**config.mk**
```make
export PLATFORM = sky130hd
export DESIGN_NAME = wb_sequencer
export DESIGN_NICKNAME = d
export VERILOG_FILES = /design/src/rtl/wb_sequencer.sv
export SDC_FILE = /design/constraint.sdc
export NUM_CORES = 1
export LEC_CHECK = 0
export ABC_CLOCK_PERIOD_IN_PS = 2700
export CAP_MARGIN = 20
export CELL_PAD_IN_SITES_DETAIL_PLACEMENT = 1
export CELL_PAD_IN_SITES_GLOBAL_PLACEMENT = 1
export CORE_MARGIN = 2
export CORE_UTILIZATION = 30
export CTS_CLUSTER_DIAMETER = 100
export DETAILED_ROUTE_END_ITERATION = 7
export PLACE_DENSITY = 0.55
export SETUP_SLACK_MARGIN = 0.3
export SKIP_LAST_GASP = 1
export SYNTH_ARGS = -nofsm -noshare
export SYNTH_HDL_FRONTEND = slang
export SYNTH_SLANG_ARGS = --single-unit
```
**constraint.sdc**
```tcl
create_clock -name clock -period 2.7 [get_ports clock]
set_input_delay 0.54 -clock clock [delete_from_list [all_inputs] [get_ports clock]]
set_output_delay 0.54 -clock clock [all_outputs]
set_load 0.01 [all_outputs]
```
**src/rtl/wb_sequencer.sv**
```systemverilog
// wb_sequencer: write-side initiator for a 4-entry register bank.
// Buffers accepted result writes in a small FIFO and issues one bank write per
// cycle, in acceptance order, through the registered WR/rd/data stage.
// Reports whether a queried source register still has a write in flight.
// Optional feature macro: WB_FORWARD_EN (forwards the youngest in-flight value).
module wb_sequencer #(
  parameter int DATA_W = 16,
  parameter int ADDR_W = 2,
  parameter int DEPTH  = 4
) (
  input  logic              clock,
  input  logic              resetn,
  input  logic              res_valid,
  output logic              res_ready,
  input  logic [ADDR_W-1:0] res_rd,
  input  logic [DATA_W-1:0] res_data,
  input  logic              hold,
  output logic              WR,
  output logic [ADDR_W-1:0] rd,
  output logic [DATA_W-1:0] data,
  input  logic [ADDR_W-1:0] rs_query,
  output logic              pending,
  output logic              fwd_valid,
  output logic [DATA_W-1:0] fwd_data
);

  localparam int PTR_W = (DEPTH > 1) ? $clog2(DEPTH) : 1;
  localparam int CNT_W = $clog2(DEPTH + 1);
  localparam logic [CNT_W-1:0] FULL_CNT = CNT_W'(DEPTH);

  // FIFO storage; entries carry no reset because liveness comes from head/count
  logic [ADDR_W-1:0] mem_rd_q   [DEPTH];
  logic [DATA_W-1:0] mem_data_q [DEPTH];

  logic [PTR_W-1:0]  head_q, head_d;
  logic [PTR_W-1:0]  tail_q, tail_d;
  logic [CNT_W-1:0]  count_q, count_d;
  logic              wr_q, wr_d;
  logic [ADDR_W-1:0] rd_q, rd_d;
  logic [DATA_W-1:0] data_q, data_d;

  logic push;
  logic pop;

  // res_ready comes only from registered count, so there is no path from res_valid
  assign res_ready = (count_q != FULL_CNT);
  assign push      = res_valid & res_ready;
  assign pop       = ~hold & (count_q != '0);

  assign WR   = wr_q;
  assign rd   = rd_q;
  assign data = data_q;

  // Next-state: pointer/count bookkeeping and loading the issue stage from the head
  always_comb begin
    head_d  = head_q;
    tail_d  = tail_q;
    count_d = count_q;
    wr_d    = 1'b0;
    rd_d    = rd_q;
    data_d  = data_q;
    if (push) begin
      tail_d = tail_q + PTR_W'(1);
    end
    if (pop) begin
      head_d = head_q + PTR_W'(1);
      wr_d   = 1'b1;
      rd_d   = mem_rd_q[head_q];
      data_d = mem_data_q[head_q];
    end
    case ({push, pop})
      2'b10:   count_d = count_q + CNT_W'(1);
      2'b01:   count_d = count_q - CNT_W'(1);
      default: count_d = count_q;
    endcase
  end

  // Control and issue-stage registers; reset drops any in-progress write at once
  always_ff @(posedge clock or negedge resetn) begin
    if (!resetn) begin
      head_q  <= '0;
      tail_q  <= '0;
      count_q <= '0;
      wr_q    <= 1'b0;
      rd_q    <= '0;
      data_q  <= '0;
    end else begin
      head_q  <= head_d;
      tail_q  <= tail_d;
      count_q <= count_d;
      wr_q    <= wr_d;
      rd_q    <= rd_d;
      data_q  <= data_d;
    end
  end

  // FIFO write port: store the accepted entry at the tail
  always_ff @(posedge clock) begin
    if (push) begin
      mem_rd_q[tail_q]   <= res_rd;
      mem_data_q[tail_q] <= res_data;
    end
  end

  // Per-slot liveness and index match against the queried source register
  logic [DEPTH-1:0] slot_match;
  logic             issue_match;

  for (genvar gi = 0; gi < DEPTH; gi++) begin : g_slot
    logic [PTR_W-1:0] age;
    logic             live;
    assign age  = PTR_W'(gi) - head_q;
    assign live = (CNT_W'(age) < count_q);
    assign slot_match[gi] = live & (mem_rd_q[gi] == rs_query);
  end

  assign issue_match = wr_q & (rd_q == rs_query);
  assign pending     = issue_match | (|slot_match);

`ifdef WB_FORWARD_EN
  logic [DATA_W-1:0] fwd_sel;

  // Youngest match wins: issue stage is oldest, then FIFO from head to tail
  always_comb begin
    logic [PTR_W-1:0] slot;
    slot    = head_q;
    fwd_sel = '0;
    if (issue_match) begin
      fwd_sel = data_q;
    end
    for (int k = 0; k < DEPTH; k++) begin
      slot = head_q + PTR_W'(k);
      if (slot_match[slot]) begin
        fwd_sel = mem_data_q[slot];
      end
    end
  end

  assign fwd_valid = pending;
  assign fwd_data  = fwd_sel;
`else
  assign fwd_valid = 1'b0;
  assign fwd_data  = '0;
`endif

endmodule

```
==> results of run 1 <==
-- what timing repair did --
item	CTS	global route
cloned	0	0
buffers inserted	0	1
endpoints found under the setup margin	1	2
resized for setup	10	2
pin swaps	2	1
-- cell families after synthesis --
kind of cell / after synthesis
AND/OR/NAND/NOR: 15
other: 1
AO/OA/AOI/OAI: 11
multiplexers: 37
flip-flops: 98
buffers and inverters: 35
adder cells (fa/ha/maj): 10
XOR/XNOR: 17
-- critical path, delay by kind of cell, from the launching register on --
kind                       cells  cell delay (ps)
AOI/OAI and AO/OA              1              170
xor gates and xnor gates       1              160
adders and majority gates      1              270
buffers and inverters          2              190
DFF                            1              450
and+or+nand+nor                2              150
-- where the power goes --
group	switching [uW]	internal (uW)	total (uW)
Clock	576	820	1400
Combinational	901	1060	1960
Sequential	217	2070	2290
Total	1690	3950	5640
-- registers in the layout, indices dropped and copies added, names as in the netlist --
register and flops:
mem_data_q 64, data 16, mem_rd_q 8, count_q 3, head_q 2, rd 2, tail_q 2, WR 1
-- final cells by class --
class,count,share of cell area (%)
sequential,98,55.3
multi-input combinational,107,23.3
timing repair buffer,53,9.83
clock buffer,9,4.42
tap,180,4.42
clock inverter,7,1.99
inverter,9,0.713
-- layer usage --
layer	track usage [%]	part of all wire, %
met1	15.5	47
met2	20.1	47
met3	3.28	3.9
met4	5.17	2.0
met5	0	0
-- stage by stage --
stage / util (%) / hold slack [ps] / setup slack (ps) / std cells / TNS, ps
floorplan: - / 244 / 602 / 240 / 0
global placement: 34.6 / 467 / 19.8 / 446 / 0
detailed placement: 34.6 / 482 / -15.7 / 446 / -15.7
CTS: 37.0 / 521 / 375 / 462 / 0
global route: 37.1 / 530 / 305 / 463 / 0
finish: 37.1 / 512 / 424 / 463 / 0
-- worst max path at each step --
stage	from	endpoint	slack, ps	cells after the start
after global placement	rs_query[1]	pending	20	6
after detailed placement	rs_query[1]	pending	-20	6
final	head_q[1]$_DFFE_PN0P_	pending	420	7
after CTS	head_q[1]$_DFFE_PN0P_	pending	370	7
after floorplan	count_q[1]$_DFFE_PN0P_	count_q[2]$_DFFE_PN0P_	600	10
after global routing	head_q[1]$_DFFE_PN0P_	pending	300	7
-- layout by cell type, fill, tap and decap left out, types with 7 or more instances in the layout --
| cell | count |
|---|---|
| buf_4 | 9 |
| clkbuf_16 | 9 |
| clkdlybuf4s50_1 | 41 |
| conb_1 | 17 |
| dfrtp_1 | 24 |
| edfxtp_1 | 72 |
| ha_1 | 9 |
| inv_1 | 8 |
| mux2_2 | 9 |
| mux2_4 | 10 |
| mux4_2 | 14 |
| xnor2_1 | 9 |
| xor2_1 | 7 |
==> reports/metrics.yaml, run 1 <==
critPathLaunchType: "register"
vdd.ir_drop.worst_uv: 461
ys.flop_type: "edfxtp_1"
dp_hpwl_um: 5160
finalHoldViolations: 0
cts_root_buffer: "clkbuf_16"
synth_xor_area_share_pct: 3.58
core-area_mm2: 0.0137
synth_compound_area_share_pct: 1.69
end_kind: "output pin"
grt_pass1_wl_um: 13000
async_flop_share_pct: 26.5
placed_area_mm2: 0.00475
setup_viol: 0
grt.overflow.total: 0
fill_cells: 1392
finalMaxSlewViolations: 0
via_per_inst: 4.35
hp-class: "register to register"
worstSetupPathType: "register to output pin"
cts_tree: "done"
cts_hold_buffers: 0
muxShareOfSynthArea_pct: 16.2
rsz0062_at_grt: "no"
grt_max_degree: 27
cts_buffer_depth: 2
cts_made_buffers: 9
clock.fmax_mhz: 439
synth.avg_cell_area_um2: 18.6
ys_types: 29
p_leak_uw: 0.00188
num-nets-final: 312
ant_nets: 0
synth_top_family_by_area: "multiplexers"
wirelength_um: 8290
dieArea_mm2: 0.0148
holdPathStages: 1
yosys-top-cells-count: "edfxtp_1, dfrtp_1, buf_4, mux4_2"
synth_seq_cells: 98
drt-pass1-iter-count: 3
synth_top_area_share_pct: 52.0
syn_inst: 224
drv_cap: 0
fin_crit_ps: 2280
reg2reg_from: "count_q[0]$_DFFE_PN0P_"
yosysMostFrequentCell: "edfxtp_1"
clkLatencyLatePin_ps: 350
wl_per_cell_um: 17.9
fin_area_mm2: 0.00509
power_uw: 5640
drive_above_1_share_pct: 23.0
dieWidth_um: 122
synth_warnings: 0
ff2ff_path_depth: 10
drt-initial-drc-count: 70
track_usage_pct: 12.3
multi_input_area_mm2: 0.00119
arrival_ps: 1740
io_pins: 62
cp_max_fo: 5
synth_edf_count: 72
cts_sinks: 98
regArea_mm2: 0.00282
rr_endpoint: "count_q[2]$_DFFE_PN0P_"
cts-htree-levels: 3
status: "complete, no violations"
synth_adder_area_share_pct: 3.19
synth_top_area_cell: "edfxtp_1"
required_ps: 2160
holdPathEnd: "data[14]$_DFFE_PN0P_"
r2r_slack_ps: 510
cts.clk_slew.worst_paths_ps: 70
gp_congestion: 0.695
seq_area_frac_synth_pct: 67.7
die_h_um: 122
row_count: 43
power_density_mw_per_mm2: 1110
yosys.area_share.simple_pct: 1.87
grt_pass1_vias: 2253
period_share_pct: 84.3
start_util_pct: 30.3
netlist_area_mm2: 0.00416
antenna_found_initial: 0
cpPeakStageDelay_ps: 450
n_antenna_cell: 0
crit_slowest_cell: "dfrtp_2"
fin_worst_skew_ps: 9.28
num_vias: 2013
synth.top_cells.by_area: "edfxtp_1, dfrtp_1, mux4_2"
hold_start: "data[14]$_DFFE_PN0P_"
cp_cell_sequence: "xnor2_2 -> inv_1 -> ha_1 -> a31oi_1 -> nand2_1 -> nand4_1 -> buf_2"
drc: 0
area_growth_pct: 22.5
port_buffers: 44
Note: power is estimated with default switching activity, not from simulation.
==> inputs of run 2 (changes only) <==
- ABC_CLOCK_PERIOD_IN_PS: 2700 -> 2100
- clock period: 2.7 -> 2.1 ns (I/O delays scaled with it)
==> run 2 against run 1 <==
  * The flow now finishes with violations (negative setup slack)
  * Global-route usage decreased by 0.81 points
  * Cell area increased by 4.9%
  * Total power increased by 33%
  * Clock power increased by 8%
  * First-iteration DRC count increased by 8.6%
  * Sequential share of layout area decreased by 2.6 points
  * Via count increased by 4.5%
  * Final cell count increased by 3.2%
  * Sequential power increased by 29%
  * Utilization increased by 1.8 points
  * Die area unchanged
  * Worst hold slack got worse by 34 ps
  * Critical path type unchanged
==> reports/metrics.yaml, run 2 (synthesis results as in run 1) <==
cts_tree: "done"
dp_hpwl_um: 4930  # -4.5%
end_kind: "output pin"
grt_pass1_vias: 2188  # -2.9%
cts-htree-levels: 3  # unchanged
fin_crit_ps: 2140
core-area_mm2: 0.0137  # unchanged
hp-class: "input port to async pin"
timing.hold.ws_ps: 478  # -34.0 ps
largest_register: "mem_data_q"
pre_cts_ws_ps: -386  # -370 ps
fin_area_mm2: 0.00534  # +4.9%
finalMaxSlewViolations: 0  # unchanged
cts.clk_slew.worst_paths_ps: 70  # about the same
cts_sinks: 98  # unchanged
wirelength_um: 8030  # -3.1%
violations: "negative setup slack"
ff2ff_path_depth: 12  # +2
placed_area_mm2: 0.00487  # +2.7%
cp_max_fo: 4  # -1
port_buffers: 44  # unchanged
gp_congestion: 0.775  # +11%
status: "finished with violations"
finalHoldViolations: 0  # unchanged
final_core_util_pct: 38.9  # +1.8 points
dieArea_mm2: 0.0148  # unchanged
setup_viol: 1  # +1
rr_endpoint: "count_q[2]$_DFFE_PN0P_"
grt_max_degree: 27  # unchanged
die_h_um: 122  # unchanged
crit_path_start: "head_q[1]$_DFFE_PN0P_"
largest_register_ffs: 64  # unchanged
drt-initial-drc-count: 76  # +8.6%
drive_above_1_share_pct: 31.5  # +8.6 points
cts_root_buffer: "clkbuf_16"
critPathLaunchType: "register"
endpoint: "pending"
clkLatencyLatePin_ps: 330  # -20 ps
start_util_pct: 30.3  # unchanged
cts_made_buffers: 9  # unchanged
drt-pass1-iter-count: 4  # +1
arrival_ps: 1720  # -20 ps
via_per_inst: 4.40  # +1.2%
io_pins: 62  # unchanged
num-nets-final: 327  # +4.8%
num_vias: 2103  # +4.5%
p_leak_uw: 0.00196  # +4.2%
drv_cap: 0  # unchanged
setup_slack_ps: -38.7  # -462 ps
ant_nets: 0  # unchanged
intPower_uw: 5240  # +33%
vdd.ir_drop.worst_uv: 375  # -19%
clkPwrFrac_pct: 20.0  # -4.7 points
power_density_mw_per_mm2: 1410  # +27%
switching_share_pct: 30.4  # +0.42 points
final_cell_mix: "edfxtp_1, clkdlybuf4s50_1, dfrtp_1"
grt_pass1_wl_um: 12400  # -5.0%
pwr-share-comb_pct: 40.7  # +6.0 points
reg2reg_from: "count_q[1]$_DFFE_PN0P_"
row_count: 43  # unchanged
antenna_found_initial: 0  # unchanged
cts_buffer_depth: 2  # unchanged
clock.fmax_mhz: 468
grt.overflow.total: 0  # unchanged
switching_power_uw: 2290  # +35%
power_uw: 7530  # +33%
worstSetupPathType: "register to output pin"
rsz0062_at_grt: "yes"
fin_worst_skew_ps: 7.34  # -1.93 ps
n_antenna_cell: 0  # unchanged
p_seq_share_pct: 39.2  # -1.3 points
area_growth_pct: 28.5
required_ps: 1680  # -480 ps
period_share_pct: 102
drc: 0  # unchanged
final_common_cell: "edfxtp_1"
dieWidth_um: 122  # unchanged
track_usage_pct: 11.5  # -0.81 points
r2r_slack_ps: 120  # -390 ps
wl_per_cell_um: 16.8  # -6.1%
-- run 2: changes by cell type in the layout (fill, tap and decap cells not counted), moves of 4 or more --
cell / before / now
buf_12: 0 / 6
inv_1: 8 / 2
inv_2: 0 / 6
buf_6: 0 / 5
buf_4: 9 / 13
-- run 2: worst min path at each step --
stage                           startpoint                endpoint  slack [ps]  cells past startpoint
floorplan                           resetn            WR$_DFF_PN0_         120                      0
global placement    count_q[1]$_DFFE_PN0P_  count_q[1]$_DFFE_PN0P_         490                      2
detailed placement  count_q[1]$_DFFE_PN0P_  count_q[1]$_DFFE_PN0P_         490                      2
CTS                                 resetn  count_q[1]$_DFFE_PN0P_         490                      2
global route                        resetn   tail_q[1]$_DFFE_PN0P_         510                      2
finish                              resetn  count_q[1]$_DFFE_PN0P_         480                      2
-- run 2: what timing repair did --
| action | CTS | global route |
|---|---|---|
| pin swaps | 4 | 9 |
| endpoints found under the setup margin | 22 | 7 |
| gates cloned | 0 | 1 |
| resized for setup | 14 | 18 |
| hold buffers | 0 | 0 |
| setup buffers | 6 | 4 |
-- run 2: layer usage --
| metal | vias to the layer above | track usage (%) | routed length (um) |
|---|---|---|---|
| li1 | 954 | - | - |
| met4 | 0 | 5.17 | 113 |
| met2 | 47 | 18.8 | 4070 |
| met5 | - | 0 | 0 |
| met3 | 8 | 2.20 | 298 |
| met1 | 1094 | 14.9 | 3540 |
-- run 2: cell type report --
class / count / area (um2)
inverter: 9 / 36.3
sequential: 98 / 2820
fill: 1373 / 8380
clock buffer: 10 / 229
clock inverter: 6 / 42.5
timing repair buffer: 68 / 724
multi-input combinational: 107 / 1270
tap: 180 / 225
-- run 2: per-stage QoR --
| stage | TNS, ps | std cells |
|---|---|---|
| 2_1_floorplan | 0 | 240 |
| 3_3_place_gp | -351 | 451 |
| 3_5_place_dp | -425 | 451 |
| 4_1_cts | -125 | 473 |
| 5_1_grt | -152 | 478 |
| 6_report | -38.7 | 478 |
-- run 2: power by group through the flow --
stage | Sequential, uW | Combinational (uW) | Clock [uW]
after global routing | 3020 | 3350 | 1640
after CTS | 2950 | 2920 | 1560
final | 2950 | 3060 | 1510
after detailed placement | 2980 | 2720 | 0
after floorplan | 2980 | 1720 | 0
after global placement | 2970 | 2680 | 0
-- run 2: critical path: stages (launching register included) --
cell and delay [ps]:
dfrtp_2 460, xnor2_4 210, inv_2 60, ha_4 220
a31oi_4 170, nand2_1 70, nand4_1 70, buf_2 130
==> inputs of run 3 (changes only) <==
- TNS_END_PERCENT: unset -> 100
==> results of run 3 <==
Same layout as run 2: the final DEF is identical, and so are final timing and power.
